<file path="src/rtl/logic_pkg.sv">
// Shared encodings and types for the logic-unit command front end.
package logic_pkg;

    // Select encodings: bit 1 set means AND whatever bit 0 holds.
    localparam logic [1:0] SEL_XOR = 2'b00;
    localparam logic [1:0] SEL_OR  = 2'b01;
    localparam logic [1:0] SEL_AND = 2'b10;

    localparam int SEL_W = 2;
    localparam int TAG_W = 4;
    localparam int LU_W  = 32;

    typedef enum logic [1:0] {
        IDLE  = 2'd0,
        DRIVE = 2'd1,
        HOLD  = 2'd2
    } state_t;

    typedef struct packed {
        logic [SEL_W-1:0] sel;
        logic [LU_W-1:0]  a;
        logic [LU_W-1:0]  b;
        logic [TAG_W-1:0] tag;
    } cmd_t;

endpackage

</file>
<file path="src/rtl/cmd_fifo.sv">
// Synchronous command FIFO with full/empty/count and same-cycle push/pop.
module cmd_fifo #(
    parameter int DEPTH = 4,
    parameter int DW    = 8
) (
    input  logic                     clk,
    input  logic                     rst_n,
    input  logic                     push,
    input  logic [DW-1:0]            din,
    input  logic                     pop,
    output logic [DW-1:0]            dout,
    output logic                     full,
    output logic                     empty,
    output logic [$clog2(DEPTH):0]   count
);

    localparam int AW = $clog2(DEPTH);
    localparam logic [AW-1:0] PTR_ONE = 1;
    localparam logic [AW:0]   CNT_ONE = 1;
    localparam logic [AW:0]   CNT_MAX = DEPTH[AW:0];

    logic [DW-1:0] mem [DEPTH];
    logic [AW-1:0] wr_ptr;
    logic [AW-1:0] rd_ptr;
    logic          do_push;
    logic          do_pop;

    assign do_push = push && !full;
    assign do_pop  = pop && !empty;
    assign full    = (count == CNT_MAX);
    assign empty   = (count == '0);
    assign dout    = mem[rd_ptr];

    // Pointer and occupancy bookkeeping; pointers wrap naturally since DEPTH is a power of two.
    always_ff @(posedge clk or negedge rst_n) begin
        if (!rst_n) begin
            wr_ptr <= '0;
            rd_ptr <= '0;
            count  <= '0;
        end else begin
            if (do_push) wr_ptr <= wr_ptr + PTR_ONE;
            if (do_pop)  rd_ptr <= rd_ptr + PTR_ONE;
            case ({do_push, do_pop})
                2'b10:   count <= count + CNT_ONE;
                2'b01:   count <= count - CNT_ONE;
                default: count <= count;
            endcase
        end
    end

    // Storage array; contents need no reset because count gates every read.
    always_ff @(posedge clk) begin
        if (do_push) mem[wr_ptr] <= din;
    end

endmodule

</file>
<file path="src/rtl/logic_cmd_issuer.sv">
// Command front end: buffers logic-unit commands, drives the unit from
// registers, captures its result a cycle later and returns it tagged.
module logic_cmd_issuer
    import logic_pkg::*;
#(
    parameter int DEPTH = 4,
    parameter int WIDTH = 32,
    parameter int CHECK = 1
) (
    input  logic             clk,
    input  logic             rst_n,
    input  logic             in_valid,
    output logic             in_ready,
    input  logic [SEL_W-1:0] in_sel,
    input  logic [WIDTH-1:0] in_a,
    input  logic [WIDTH-1:0] in_b,
    input  logic [TAG_W-1:0] in_tag,
    output logic [WIDTH-1:0] lu_a,
    output logic [WIDTH-1:0] lu_b,
    output logic [SEL_W-1:0] lu_sel,
    input  logic [WIDTH-1:0] lu_result,
    output logic             out_valid,
    input  logic             out_ready,
    output logic [WIDTH-1:0] out_result,
    output logic [TAG_W-1:0] out_tag,
    output logic [SEL_W-1:0] out_sel,
    output logic             busy,
    output logic [15:0]      done_count,
    output logic             err
);

    localparam int CW = SEL_W + 2 * WIDTH + TAG_W;

    state_t                 state, state_nxt;
    logic                   fifo_full, fifo_empty;
    logic [$clog2(DEPTH):0] fifo_count;
    logic [CW-1:0]          fifo_dout;
    logic [SEL_W-1:0]       hd_sel;
    logic [WIDTH-1:0]       hd_a, hd_b;
    logic [TAG_W-1:0]       hd_tag;
    logic [TAG_W-1:0]       tag_p1;
    logic                   pop, capture, complete;

    function automatic logic [WIDTH-1:0] golden(input logic [WIDTH-1:0] a,
                                                input logic [WIDTH-1:0] b,
                                                input logic [SEL_W-1:0] sel);
        if ((sel & SEL_AND) != '0) return a & b;
        else if (sel == SEL_OR)    return a | b;
        else                       return a ^ b;
    endfunction

    assign in_ready = !fifo_full;
    assign busy     = (fifo_count != '0) || (state != IDLE);
    assign {hd_sel, hd_a, hd_b, hd_tag} = fifo_dout;

    cmd_fifo #(.DEPTH(DEPTH), .DW(CW)) u_fifo (
        .clk   (clk),
        .rst_n (rst_n),
        .push  (in_valid),
        .din   ({in_sel, in_a, in_b, in_tag}),
        .pop   (pop),
        .dout  (fifo_dout),
        .full  (fifo_full),
        .empty (fifo_empty),
        .count (fifo_count)
    );

    // FSM state register.
    always_ff @(posedge clk or negedge rst_n) begin
        if (!rst_n) state <= IDLE;
        else        state <= state_nxt;
    end

    // Next state plus pop/capture/complete strobes.
    always_comb begin
        state_nxt = state;
        pop       = 1'b0;
        capture   = 1'b0;
        complete  = 1'b0;
        case (state)
            IDLE: begin
                if (!fifo_empty) begin
                    pop       = 1'b1;
                    state_nxt = DRIVE;
                end
            end
            DRIVE: begin
                capture   = 1'b1;
                state_nxt = HOLD;
            end
            HOLD: begin
                if (out_ready) begin
                    complete = 1'b1;
                    if (!fifo_empty) begin
                        pop       = 1'b1;
                        state_nxt = DRIVE;
                    end else begin
                        state_nxt = IDLE;
                    end
                end
            end
            default: state_nxt = IDLE;
        endcase
    end

    // Stage p1: operands/select to the logic unit plus tag shadow, held between commands.
    always_ff @(posedge clk or negedge rst_n) begin
        if (!rst_n) begin
            lu_a   <= '0;
            lu_b   <= '0;
            lu_sel <= '0;
            tag_p1 <= '0;
        end else if (pop) begin
            lu_a   <= hd_a;
            lu_b   <= hd_b;
            lu_sel <= hd_sel;
            tag_p1 <= hd_tag;
        end
    end

    // Stage p2: result capture and output valid; fields frozen while HOLD waits.
    always_ff @(posedge clk or negedge rst_n) begin
        if (!rst_n) begin
            out_result <= '0;
            out_tag    <= '0;
            out_sel    <= '0;
            out_valid  <= 1'b0;
        end else if (capture) begin
            out_result <= lu_result;
            out_tag    <= tag_p1;
            out_sel    <= lu_sel;
            out_valid  <= 1'b1;
        end else if (complete) begin
            out_valid  <= 1'b0;
        end
    end

    // Completed-handshake counter, wraps at 16 bits.
    always_ff @(posedge clk or negedge rst_n) begin
        if (!rst_n)        done_count <= '0;
        else if (complete) done_count <= done_count + 16'd1;
    end

    // Sticky golden-mismatch flag, set at the capture edge.
    always_ff @(posedge clk or negedge rst_n) begin
        if (!rst_n) begin
            err <= 1'b0;
        end else if ((CHECK != 0) && capture && (golden(lu_a, lu_b, lu_sel) != lu_result)) begin
            err <= 1'b1;
        end
    end

endmodule

</file>
<file path="config.mk">
export PLATFORM = sky130hd
export DESIGN_NAME = logic_cmd_issuer
export DESIGN_NICKNAME = d
export VERILOG_FILES = /design/src/rtl/logic_pkg.sv /design/src/rtl/cmd_fifo.sv /design/src/rtl/logic_cmd_issuer.sv
export SDC_FILE = /design/constraint.sdc
export NUM_CORES = 1
export LEC_CHECK = 0
export BUFFER_PORTS_ARGS = -buffer_cell sky130_fd_sc_hd__buf_2
export CAP_MARGIN = 20
export CORE_ASPECT_RATIO = 1.4
export CORE_MARGIN = 5
export CORE_UTILIZATION = 57
export CTS_CLUSTER_SIZE = 12
export DETAILED_ROUTE_END_ITERATION = 8
export PLACE_DENSITY = 0.79
export SLEW_MARGIN = 20
export SYNTH_ARGS = -nofsm -noshare
export SYNTH_HDL_FRONTEND = slang
export SYNTH_SLANG_ARGS = --single-unit
</file>
<file path="constraint.sdc">
create_clock -name clk -period 3.25 [get_ports clk]
set_clock_uncertainty 0.1 [all_clocks]
set_input_delay 0.1625 -clock clk [delete_from_list [all_inputs] [get_ports clk]]
set_output_delay 0.1625 -clock clk [all_outputs]
set_load 0.02 [all_outputs]
</file>
* Yosys cells after proc, flatten, opt, wreduce, memory -nomap -nowiden
Memories as Yosys holds them, arrays and structs flattened. A register that Yosys moved wholly into a read port is not among the register bits. Cells that the tools add are included.
Storage, ports and cells: bits in writable memories 280, latch bits 0, register bits 65, ROM bits 0, input port bits 106, memories kept 1
Cells by class: equality and inequality tests 9, multiply operators 0, multiplexer cells 17, $add $sub $neg 5, div/mod/pow operators 0, reductions and logical operators 14, magnitude comparators 0, shifts and indexed selects 0, bitwise operators 3
Memory list:
- u_fifo.mem | words 4, width 70, read ports 1, clocked after Yosys merged registers in 1, wr ports 1, RTL line cmd_fifo.sv:22 | logic [DW-1:0] mem [DEPTH];
Operator list (number):
- 2-to-1 mux 32 bit | 2
- bitwise AND 32 bit | 1
- inequality test 32 bit | 1
- bitwise OR 32 bit | 1
- XOR 32 bit | 1
- adder 16 x 1 -> 16 bit (second input constant) | 1
- 2-to-1 mux 1 bit | 10
- == test 2 x 1 -> 1 bit (second input constant) | 3
- one-hot mux 2 bit (3 select lines) | 1
- one-hot mux 3 bit (2 select lines) | 1
- nonzero test 2 bit | 3
- adder 2 x 1 -> 2 bit (second input constant) | 2
- == test 2 bit (second input constant) | 2
- 2-to-1 mux 2 bit | 2
- inequality test 2 bit (second input constant) | 2
- adder 3 x 1 -> 3 bit (second input constant) | 1
- == test 3 bit (second input constant) | 1
- logical AND 1 bit | 3
- logical NOT 1 bit | 3
- logical NOT 3 bit | 1
- nonzero test 3 bit | 1
- subtractor 3 x 1 -> 3 bit (second input constant) | 1
- logical NOT 2 bit | 1
- one-hot mux 1 bit (2 select lines) | 1
- 2 further kinds | 2

* Depth between registers and ports, before layout
word-level depth 7, depth in mapped cells 10

* Hierarchy
Synthesis repeated with hierarchy kept, for this count alone.
Unflattened totals: cell total of the unflattened synthesis 1100, area total of the unflattened synthesis 17574.4 µm²
Modules (own cells, without submodules):
- cmd_fifo | sequential area each 8583.2 µm², area each 10602.7 µm², instances 1, cells each 404
- logic_cmd_issuer | sequential area each 3203.1 µm², area each 6971.7 µm², instances 1, cells each 696

* Worst setup path after synthesis
No wires, ideal clock.
kind flip-flop to flip-flop, start register u_fifo.count[0], end memory u_fifo.mem[0][0] (netlist name) (enable), path buffers 0, arrival 2442 ps, path slack 272 ps, cell stages (with the launch flop) 4, period minus slack after synthesis 2978 ps, library setup time 436 ps, cells stage by stage dfrtp_1 inv_1 nand3_1 and3_1
Between the ends: longest elaborated chain between the ends 5
RTL lines:
- start: declaration | RTL line cmd_fifo.sv:14 | output logic [$clog2(DEPTH):0] count
- start signal: assignment | RTL line cmd_fifo.sv:44 | 2'b10: count <= count + CNT_ONE;
- start signal: assignment | RTL line cmd_fifo.sv:45 | 2'b01: count <= count - CNT_ONE;
- start signal: assignment | RTL line cmd_fifo.sv:46 | default: count <= count;
- == test 3 bit | RTL line cmd_fifo.sv:30 | assign full = (count == CNT_MAX);
- logical NOT 1 bit
- via in_ready | RTL line logic_cmd_issuer.sv:13 | output logic in_ready,
- logical AND 1 bit | RTL line cmd_fifo.sv:28 | assign do_push = push && !full;
- 2-to-1 mux 1 bit | RTL line cmd_fifo.sv:53 | if (do_push) mem[wr_ptr] <= din;
- 2-to-1 mux 1 bit (not written as such) | RTL line cmd_fifo.sv:53
- end: declaration | RTL line cmd_fifo.sv:22
The timed path passes the listed nets, and every way through them passes these cells.

* Worst setup path after layout
start register lu_sel[0] (read register of u_fifo.mem), end register err
Between the ends: longest elaborated chain between the ends 5
RTL lines:
- start: declaration | RTL line logic_cmd_issuer.sv:20 | output logic [SEL_W-1:0] lu_sel,
- == test 2 x 1 -> 1 bit | RTL line logic_cmd_issuer.sv:48 | else if (sel == SEL_OR) return a | b;
- 2-to-1 mux 32 bit | RTL line logic_cmd_issuer.sv:48
- 2-to-1 mux 32 bit | RTL line logic_cmd_issuer.sv:47 | if ((sel & SEL_AND) != '0) return a & b;
- inequality test 32 bit | RTL line logic_cmd_issuer.sv:148 | end else if ((CHECK != 0) && capture && (golden(lu_a, lu_b, lu_sel) != lu_result)) begin
- logical AND 1 bit | RTL line logic_cmd_issuer.sv:148
- end signal: assignment | RTL line logic_cmd_issuer.sv:147 | err <= 1'b0;
- end signal: assignment | RTL line logic_cmd_issuer.sv:149 | err <= 1'b1;
- end: declaration | RTL line logic_cmd_issuer.sv:29 | output logic err
No other way between the ends. A chain may end at the register's enable or synchronous reset.

==> run metrics <==
share of layout cells above drive strength 1=28.2%; Clock Latency Late Sink=0.53 ns; Post-Syn Nets=1,277; unique cell type count in the Yosys netlist=38; CP required=3.55 ns; CP Launch Type=flop; Die Wd=about 160 um; Tmin final=2.30 ns; sequential area share after synthesis=67.7%; Post-CTS Resized=0; Mean Syn Cell Area=15.8 um^2; Place WS=0.964 ns; Layout Cell Area excl Fill=approximately 21,000 um^2; cell count after synthesis=1,100; WS Path Type=reg -> reg; row count=75; top area cells in the synthesized netlist=edfxtp_1 48%, dfrtp_1 19%, mux4_2 9.1%; Peak VDD IR=716 uV; TritonCTS Sinks=415; Placed Area=19,100 um^2; status=finished, final reports clean; adder-cell share of the synthesized area=5.14%; ys async rst share=32.5%; Slew HR=between 30% and 40%; Routed Antenna Nets=0; pwr dens=about 960 nW/um^2; final wirelength=approximately 42 mm; CTS tree=done; Die Ht=between 200 and 250 um; max frequency=0.435 GHz; Max H-tree Level=2; YS warnings=0; post-synthesis mux area share=12.1%; compound-cell area share of the yosys netlist=3.25%; Max Cap Viol=0; # IOs=230; Placeable Area=roughly 30,000 um^2; GRT Total Usage=24.8%; most frequently used flop master after synthesis=edfxtp_1; Final TNS setup=0 ns; placer's final routability congestion estimate=approximately 0.85; worst slew pin tran=between 0.9 and 1 ns; vias in the first global route=between 10,000 and 15,000; P_leak=8.53 nW; Yosys reg bits=415; Post-CTS Setup Bufs=0; top-area cell type share of the netlist area=48.3%; P&R area growth vs syn=22.8%; Residual DRC=0; Post-Synth Simple-Gate Area=6.24%; 1st-iter DRT viols=807; Hold WS=0.221 ns; synthesized area=17,400 um^2; # nets final=1,623; most common cell in the netlist=edfxtp_1; hpwl dp=26.8 mm; crit path max fanout=34; Overflow after GRT=0; Crit path arrival time=2.60 ns; final hold vios=0; Starting Density=between 50% and 60%; EDFF count, synth=280; Final setup viols=0; total CTS buffers=41; cell taking the most area after synthesis=edfxtp_1; Pre-Repair DR Iteration Count=5; fin crit share=about 71%; Port Buffers=about 230; Commonest cells post-synth=280 x edfxtp_1, 135 x dfrtp_1, 98 x o21ai_0, 78 x nand2_1, 73 x inv_1; initial antenna violation count=2; RSZ-0062 raised after global routing=no; largest net degree at the start of global routing=137; Via density=5.62; Slew Viols, Final=0; largest family of logic cells by synthesized area=multiplexers; detailed-route via count=10,484; post-synthesis xor/xnor area fraction=2.87%; worst min-delay path class=in -> async; Routed WL per cell=roughly 22 um; root buffer cell=clkbuf_16; setup ws final=0.951 ns; first-pass GRT wire length=64.4 mm; CP Capture Type=flop; Clock Path Buffers=3; die area=34,200 um^2; Reg clk slew, reported paths=0.06 ns
[cells in the final DEF, fill, tap and decap left out, types with 18 or more instances in the layout]
cell	Yosys	routed
edfxtp_1	280	280
nand2_1	78	78
xnor2_1	40	40
ha_1	70	70
o21ai_0	98	98
clkbuf_16	0	43
nand4_1	18	18
and2_1	26	26
dfrtp_1	135	132
buf_2	11	228
clkbuf_1	26	27
dlygate4sd3_1	0	105
mux2_2	45	45
inv_1	73	73
mux4_2	70	70
or3_1	22	22
nor2_1	31	31
[power by group]
group          internal [mW]  switching, mW  total (mW)
Combinational           3.25           4.62        7.87
Sequential              7.25           1.03        8.28
Clock                   2.53           1.85        4.38
Total                   13.0           7.50        20.5
[path summary, 6_finish.rpt]
| check | startpoint | endpoint | slack [ns] | cells past startpoint |
|---|---|---|---|---|
| min in group clk | in_b[29] | u_fifo.mem[3][33]$_DFFE_PP_ | 0.28 | 2 |
| setup / recovery | lu_sel[0]$_DFFE_PN0N_ | err$_DFFE_PN0P_ | 0.95 | 7 |
| hold reg to reg | done_count[5]$_DFFE_PN0P_ | done_count[5]$_DFFE_PN0P_ | 0.39 | 1 |
| hold / removal | rst_n | tag_p1[2]$_DFFE_PN0N_ | 0.22 | 2 |
| setup reg to reg | lu_sel[0]$_DFFE_PN0N_ | err$_DFFE_PN0P_ | 0.95 | 7 |
| max in group asynchronous | rst_n | u_fifo.rd_ptr[1]$_DFFE_PN0P_ | 1.93 | 3 |
[area by class of cell]
| class | instances | area (um^2) |
|---|---|---|
| fillers | 1893 | 8730 |
| well taps | 385 | 482 |
| inverters | 73 | 274 |
| flip-flops and latches | 415 | 11800 |
| clock buffers | 73 | 1220 |
| multi-input cells | 568 | 5190 |
| repair buffers | 347 | 2420 |
| diodes | 2 | 5.00 |
| clock inverters | 2 | 13.8 |
[critical path, stage by stage (launching register included)]
cell and delay [ns]:
dfrtp_2 0.73, buf_4 0.37, and2_1 0.18, or3_1 0.10, nand4_1 0.09, nor4_1 0.30, and4_1 0.22, o21ai_1 0.07
[flip-flops by register name, summed over array words and instances, names as in the netlist]
register and flops:
lu_a 32, u_fifo.count 3, state 2, lu_sel 2, out_tag 4, out_sel 2, tag_p1 4, out_result 32
done_count 16, u_fifo.rd_ptr 2, out_valid 1, lu_b 32, err 1, u_fifo.wr_ptr 2, u_fifo.mem 280
[routing by layer]
metal | global-route usage (%) | vias up | share of wire, %
met5 | 0 | - | 0
met4 | 11.7 | 0 | 5.2
met3 | 5.33 | 101 | 6.7
met2 | 40.8 | 373 | 50
met1 | 31.4 | 5261 | 38
li1 | - | 4749 | -
[what timing repair did]
item | 4_1_cts | 5_1_grt
endpoints found under the setup margin | 0 | 0
endpoints found under the hold margin | 422 | 0
hold buffers | 105 | 0
[kinds of logic after synthesis]
family          count (synthesis)
fa+ha+maj                      71
flops                         415
mux                           117
simple gates                  216
buf+inv                       117
compound gates                107
xor+xnor                       57
[per-stage QoR]
stage	util, %	std cells	power [mW]
after floorplan	-	1100	13.3
final	71.0	1865	20.5
after global placement	63.4	1683	15.9
after global routing	71.0	1865	21.8
after detailed placement	63.4	1683	16.1
after CTS	71.0	1863	20.7
(Power assumes the default switching activity.)
